--- src/rtl/jtkunio_pcm_pkg.sv ---
// rtl/jtkunio_pcm_pkg.sv - shared constants for the Kunio PCM sample fetcher
package jtkunio_pcm_pkg;

  localparam int AW_DEF      = 17;
  localparam int CNTW_DEF    = 13;
  localparam int FIFO_AW_DEF = 2;

  localparam logic [1:0] ST_IDLE = 2'd0;
  localparam logic [1:0] ST_REQ  = 2'd1;
  localparam logic [1:0] ST_WAIT = 2'd2;
  localparam logic [1:0] ST_GAP  = 2'd3;

  localparam logic [2:0] BANK_0 = 3'b001;
  localparam logic [2:0] BANK_1 = 3'b010;
  localparam logic [2:0] BANK_2 = 3'b100;

  // Malformed one-hot values fall back to bank 0
  function automatic logic [1:0] bank_idx(input logic [2:0] bank);
    case (bank)
      BANK_1:  return 2'd1;
      BANK_2:  return 2'd2;
      default: return 2'd0;
    endcase
  endfunction

endpackage

--- src/rtl/jtkunio_pcm_if.sv ---
// rtl/jtkunio_pcm_if.sv - PCM ROM request bus (rom_cs/rom_ok handshake)
interface jtkunio_pcm_if
  import jtkunio_pcm_pkg::*;
#(
  parameter int AW = AW_DEF
);
  logic [AW-1:0] rom_addr;
  logic          rom_cs;
  logic [7:0]    rom_data;
  logic          rom_ok;

  modport master (output rom_addr, rom_cs, input rom_data, rom_ok);
  modport slave  (input rom_addr, rom_cs, output rom_data, rom_ok);
endinterface

--- src/rtl/jtkunio_pcm_fifo.sv ---
// rtl/jtkunio_pcm_fifo.sv - first-word-fall-through byte FIFO for PCM data
module jtkunio_pcm_fifo
  import jtkunio_pcm_pkg::*;
#(
  parameter int AW = FIFO_AW_DEF
) (
  input  logic       clk,
  input  logic       rst,
  input  logic       clr,
  input  logic       push,
  input  logic       pop,
  input  logic [7:0] din,
  output logic [7:0] head,
  output logic       full,
  output logic       empty
);
  logic [7:0]    mem [2**AW];
  logic [AW-1:0] wptr, rptr;
  logic [AW:0]   cnt;
  logic          do_push, do_pop;

  assign full    = cnt[AW];
  assign empty   = (cnt == '0);
  assign head    = mem[rptr];
  assign do_pop  = pop && !empty;
  assign do_push = push && (!full || do_pop);

  always_ff @(posedge clk) begin
    if (do_push) mem[wptr] <= din;
  end

  always_ff @(posedge clk) begin
    if (rst || clr) begin
      wptr <= '0;
      rptr <= '0;
      cnt  <= '0;
    end else begin
      if (do_push) wptr <= wptr + AW'(1);
      if (do_pop)  rptr <= rptr + AW'(1);
      cnt <= cnt + (AW+1)'(do_push) - (AW+1)'(do_pop);
    end
  end

endmodule

--- src/rtl/jtkunio_pcm_fetch.sv ---
// rtl/jtkunio_pcm_fetch.sv - walks one PCM block in ROM and feeds nibbles to the ADPCM decoder
module jtkunio_pcm_fetch
  import jtkunio_pcm_pkg::*;
#(
  parameter int AW      = AW_DEF,
  parameter int CNTW    = CNTW_DEF,
  parameter int FIFO_AW = FIFO_AW_DEF
) (
  input  logic       clk,
  input  logic       rst,
  input  logic       start,
  input  logic       stop,
  input  logic [2:0] bank,
  input  logic [1:0] msb,
  input  logic       nib_req,
  output logic [3:0] nib_dout,
  output logic       dec_rst,
  output logic       nmi_n,
  output logic       underrun,
  jtkunio_pcm_if.master rom
);
  logic [1:0]  st, bidx, msb_q;
  logic        active, waited;
  logic [CNTW:0] fcnt, ncnt;
  logic        fifo_full, fifo_empty, halt, accept, push, pop;
  logic [7:0]  head;

  assign halt   = start || stop;
  assign accept = (st == ST_WAIT) && waited && rom.rom_ok;
  assign push   = accept && !halt;
  assign pop    = nib_req && active && !halt && !fifo_empty && ncnt[0];

  assign rom.rom_cs   = (st == ST_REQ) || (st == ST_WAIT);
  assign rom.rom_addr = AW'({bidx, msb_q, fcnt[CNTW-1:0]});

  jtkunio_pcm_fifo #(.AW(FIFO_AW)) u_fifo (
    .clk   (clk),
    .rst   (rst),
    .clr   (halt),
    .push  (push),
    .pop   (pop),
    .din   (rom.rom_data),
    .head  (head),
    .full  (fifo_full),
    .empty (fifo_empty)
  );

  // waited masks an ok left over from the previous request in the first WAIT cycle
  always_ff @(posedge clk) begin
    if (rst || halt) begin
      st     <= ST_IDLE;
      waited <= 1'b0;
    end else begin
      case (st)
        ST_IDLE: if (active && !fifo_full && !fcnt[CNTW]) st <= ST_REQ;
        ST_REQ: begin
          st     <= ST_WAIT;
          waited <= 1'b0;
        end
        ST_WAIT: begin
          waited <= 1'b1;
          if (accept) st <= ST_GAP;
        end
        default: st <= ST_IDLE;
      endcase
    end
  end

  always_ff @(posedge clk) begin
    if (rst) begin
      fcnt     <= '0;
      ncnt     <= '0;
      active   <= 1'b0;
      dec_rst  <= 1'b1;
      nmi_n    <= 1'b1;
      underrun <= 1'b0;
      nib_dout <= 4'd0;
      bidx     <= 2'd0;
      msb_q    <= 2'd0;
    end else if (start) begin
      bidx     <= bank_idx(bank);
      msb_q    <= msb;
      fcnt     <= '0;
      ncnt     <= '0;
      underrun <= 1'b0;
      active   <= 1'b1;
      dec_rst  <= 1'b0;
      nmi_n    <= 1'b1;
    end else if (stop) begin
      active  <= 1'b0;
      dec_rst <= 1'b1;
      nmi_n   <= 1'b1;
    end else begin
      if (push) fcnt <= fcnt + (CNTW+1)'(1);
      if (nib_req && active) begin
        if (fifo_empty) begin
          underrun <= 1'b1;
        end else begin
          nib_dout <= ncnt[0] ? head[7:4] : head[3:0];
          ncnt     <= ncnt + (CNTW+1)'(1);
          if (&ncnt) begin
            active  <= 1'b0;
            nmi_n   <= 1'b0;
            dec_rst <= 1'b1;
          end
        end
      end
    end
  end

endmodule
--- src/flat_wrapper.sv ---
// flat-port wrapper written by rule: the top's interface ports become plain ports
module jtkunio_pcm_fetch_flat import jtkunio_pcm_pkg::*;
#(
  parameter int AW      = AW_DEF,
  parameter int CNTW    = CNTW_DEF,
  parameter int FIFO_AW = FIFO_AW_DEF
)
  (clk, rst, start, stop, bank, msb, nib_req, nib_dout, dec_rst, nmi_n, underrun, rom_rom_addr, rom_rom_cs, rom_rom_data, rom_rom_ok);
  jtkunio_pcm_if #(.AW(AW)) rom_i ();
  input  logic clk;
  input  logic rst;
  input  logic start;
  input  logic stop;
  input  logic [2:0] bank;
  input  logic [1:0] msb;
  input  logic nib_req;
  output logic [3:0] nib_dout;
  output logic dec_rst;
  output logic nmi_n;
  output logic underrun;
  output wire logic [$bits(rom_i.rom_addr)-1:0] rom_rom_addr;
  output wire logic [$bits(rom_i.rom_cs)-1:0] rom_rom_cs;
  input wire logic [$bits(rom_i.rom_data)-1:0] rom_rom_data;
  input wire logic [$bits(rom_i.rom_ok)-1:0] rom_rom_ok;
  assign rom_rom_addr = rom_i.rom_addr;
  assign rom_rom_cs = rom_i.rom_cs;
  assign rom_i.rom_data = rom_rom_data;
  assign rom_i.rom_ok = rom_rom_ok;
  jtkunio_pcm_fetch #(.AW(AW), .CNTW(CNTW), .FIFO_AW(FIFO_AW)) u_core (.clk(clk), .rst(rst), .start(start), .stop(stop), .bank(bank), .msb(msb), .nib_req(nib_req), .nib_dout(nib_dout), .dec_rst(dec_rst), .nmi_n(nmi_n), .underrun(underrun), .rom(rom_i));
endmodule
--- config.mk ---
export PLATFORM = sky130hd
export DESIGN_NAME = jtkunio_pcm_fetch_flat
export DESIGN_NICKNAME = d
export VERILOG_FILES = /design/src/rtl/jtkunio_pcm_pkg.sv /design/src/rtl/jtkunio_pcm_if.sv /design/src/rtl/jtkunio_pcm_fifo.sv /design/src/rtl/jtkunio_pcm_fetch.sv /design/src/flat_wrapper.sv
export SDC_FILE = /design/constraint.sdc
export NUM_CORES = 1
export LEC_CHECK = 0
export ABC_AREA = 1
export CAP_MARGIN = 20
export CORE_AREA = 2 2 87 89
export CTS_CLUSTER_DIAMETER = 120
export DETAILED_ROUTE_END_ITERATION = 10
export DIE_AREA = 0 0 89 91
export GPL_TIMING_DRIVEN = 0
export PLACE_DENSITY = 0.77
export SLEW_MARGIN = 20
export SYNTH_ARGS = -nofsm -noshare
export SYNTH_HDL_FRONTEND = slang
export SYNTH_SLANG_ARGS = --single-unit
--- constraint.sdc ---
create_clock -name clk -period 2.6 [get_ports clk]
set_input_delay 0.39 -clock clk [delete_from_list [all_inputs] [get_ports clk]]
set_output_delay 0.39 -clock clk [all_outputs]
set_load 0.05 [all_outputs]
==> impl_metrics.py <==
metrics = {
    "run_status": {
        "status": "finished, final reports clean",
    },
    "pwr": {
        "sequentialPowerShare_pct": 58.5,
        "power_density_nw_per_um2": 514,
        "ir_drop_uv": 224,
        "p_sw_mw": 0.554,
        "total_power_mw": 2.34,
        "p_leak_nw": 1.80,
        "switching_share_pct": 23.6,
        "p_comb_share_pct": 4.6,
        "pwr-share-clk_pct": 36.9,
        "internal_power_mw": 1.79,
    },
    "sta": {
        "rsz0062_at_grt": "false",
        "slew_headroom_pct": 48.5,
        "fmaxAchievable_mhz": 417,
        "setup_violations": 0,
        "final_hold_viol_count": 0,
        "finalSetupTns_ns": 0,
        "min_period_over_period_pct": 92.2,
        "fin_skew_ns": 0.00886,
        "fin_crit_ns": 2.40,
        "slew_viol_final": 0,
        "tightest_slew_ns": 0.770,
    },
    "synthesis": {
        "synth.net_count": 504,
        "synth-simple-area-share_pct": 26.0,
        "ys_seq_area_share_pct": 52.3,
        "synth_seq_cells": 84,
        "yosys-top-cells-area": "dfxtp_1 (27%), edfxtp_1 (25%), nand2_1 (12%)",
        "yosys_warnings": 0,
        "yosysTopAreaCellShare_pct": 27.2,
        "ys_types": 27,
        "synth_fa_ha_area_share_pct": 4.12,
        "syn_area_per_cell_um2": 8.09,
        "synthXorXnorAreaFrac_pct": 0.458,
        "synthCells": 473,
        "synth_top_family_by_area": "simple AND/OR/NAND/NOR gates",
        "syn_area_um2": 3830,
        "synth_compound_area_share_pct": 7.62,
        "yosys.area.top_type": "dfxtp_1",
        "synth_mux_area_share_pct": 0,
    },
    "layout": {
        "stdcell_area_um2": 4560,
        "mostFrequentLayoutCell": "nand2_1",
        "area_growth_pct": 19.3,
        "stdcell_count": 631,
        "drive_above_1_share_pct": 8.46,
        "multi_input_area_um2": 1460,
        "nNetsFinal": 558,
        "regArea_um2": 2000,
        "layout_common_cells": "nand2_1 (125), inv_1 (57), nor2_1 (56), dfxtp_1 (52), clkdlybuf4s50_1 (41)",
        "filler_cell_count": 622,
        "fin_util_pct": 63.9,
        "antenna_cells": 0,
    },
    "place": {
        "gp_congestion": 0.825,
        "dp_hpwl_mm": 5.53,
        "place_inst": 614,
        "io_buffers": 42,
        "placed_area_um2": 4370,
    },
    "clock_tree": {
        "holdBufCountCts": 0,
        "clockRootBuffer": "clkbuf_8",
        "numCtsBuffers": 9,
        "clock_path_buffers": 2,
        "clk_latency_ns": 0.36,
        "cts_tree": "built",
        "cts.sinks": 84,
        "cts_max_level": 3,
        "clkTransAtPathRegs_ns": 0.09,
    },
    "route": {
        "post_drt_wl_per_cell_um": 12.1,
        "via_per_inst": 5.02,
        "dr.pass1.iters": 4,
        "routed_wirelength_mm": 7.65,
        "drtIter0Drc": 151,
        "drtAntennaViolNets": 0,
        "vias": 3165,
        "drc": 0,
    },
    "global_routing": {
        "overflow": 0,
        "grt_max_degree": 16,
        "antenna_found_initial": 0,
        "grt_pass1_wl_mm": 13.0,
        "grt_pass1_vias": 3003,
        "grtUsageTotal_pct": 20.5,
    },
    "run": {
        "maxCapViolations": 0,
    },
    "floorplanning": {
        "die-area_um2": 8100,
        "die_x_um": 89,
        "initial_core_util_pct": 53.6,
        "rows": 31,
        "core_region_area_um2": 7140,
        "ioPinCount": 44,
        "die_h_um": 91,
    },
    "worst_setup_path": {
        "critical_path.max_fanout": 8,
        "crit_type": "reg -> reg",
        "start_kind": "flip-flop",
        "required_ns": 2.89,
        "critPathCaptureType": "flip-flop",
        "arrival_ns": 2.69,
        "reg2regPathDepth": 12,
    },
    "min_path": {
        "hold_depth": 2,
        "hold_class": "in -> reg",
    },
}
per-stage QoR:
step | worst slack (ns) | hold WS [ns]
3_5_place_dp | -0.486 | 0.457
6_report | 0.202 | 0.446
4_1_cts | 0.137 | 0.465
2_1_floorplan | 0.450 | 0.433
5_1_grt | 0.00740 | 0.477
3_3_place_gp | -0.376 | 0.449
worst paths after layout:
path                                from                               to  slack (ns)
max          u_core.ncnt[0]$_SDFFE_PP0P_  u_core.u_fifo.cnt[2]$_SDFF_PP0_        0.20
min                                  rst  u_core.nib_dout[1]$_SDFFE_PP0P_        0.45
max reg2reg  u_core.ncnt[0]$_SDFFE_PP0P_  u_core.u_fifo.cnt[2]$_SDFF_PP0_        0.20
min reg2reg   u_core.waited$_SDFFE_PP0P_       u_core.waited$_SDFFE_PP0P_        0.47
worst max-delay path, stage by stage (launching register included):
cell and delay (ns):
dfxtp_1 0.34, clkbuf_1 0.35, nand3_1 0.21, nand2_2 0.14, nand2_2 0.11, ha_1 0.30, inv_1 0.05, ha_1 0.12
inv_1 0.05, fa_1 0.35, inv_1 0.07, o21ai_0 0.08, a21oi_1 0.14
layout make-up:
type                    count  share of cell area, %
clock buffers              10                   3.02
well taps                  99                   2.71
repair buffers             43                   9.35
clock inverters             6                   1.01
flip-flops and latches     84                   43.9
plain buffers              22                   3.04
inverters                  60                   4.94
multi-input cells         307                   32.1
registers in the layout, summed over array words and instances, names as in the netlist, 2 cells and up, named ones only:
signal              cells
u_core.u_fifo.rptr      2
u_core.ncnt            14
u_core.st               2
u_core.fcnt            14
u_core.bidx             2
u_core.u_fifo.mem      32
u_core.u_fifo.wptr      2
u_core.u_fifo.cnt       3
u_core.nib_dout         4
u_core.msb_q            2
cells in the mapped netlist, drive strengths merged:
| cell | n |
|---|---|
| a21oi | 30 |
| buf | 17 |
| nand3 | 37 |
| o21a | 1 |
| fa | 1 |
| nand4 | 4 |
| nand2 | 129 |
| edfxtp | 32 |
| xor2 | 1 |
| nor3 | 4 |
| nor2 | 60 |
| a31oi | 3 |
| xnor2 | 1 |
| inv | 60 |
| dfxtp | 52 |
| and3 | 1 |
| nand3b | 2 |
| a32o | 1 |
| ha | 11 |
| clkbuf | 5 |
| o21ai | 21 |
routing by layer:
metal	track usage, %	vias up	wire [um]	share of wire [%]
met5	0	-	0	0
met4	10.2	0	184	2.4
met3	3.82	23	385	5.0
met2	31.9	73	3540	46
met1	27.1	1453	3540	46
li1	-	1616	-	-
power by group through the flow:
stage	clock, mW	combinational [mW]	sequential (mW)
2_1_floorplan	0	0.0366	1.42
4_1_cts	0.879	0.108	1.37
6_report	0.866	0.107	1.37
3_5_place_dp	0	0.108	1.40
3_3_place_gp	0	0.105	1.40
5_1_grt	0.928	0.117	1.37
what timing repair did:
action / CTS / global route
pin swaps: 0 / 1
buffers inserted: 0 / 1
gates resized for setup: 1 / 1
endpoints found under the setup margin: 2 / 1
cells by family (layout without fill, tap and decap cells):
| family | after synthesis | count (layout) |
|---|---|---|
| AOI/OAI and AO/OA | 56 | 56 |
| xor gates and xnor gates | 2 | 2 |
| adders and majority gates | 12 | 12 |
| buffers and inverters | 82 | 141 |
| DFF | 84 | 84 |
| and+or+nand+nor | 237 | 237 |
No activity file was read; power rests on OpenSTA's default activity.
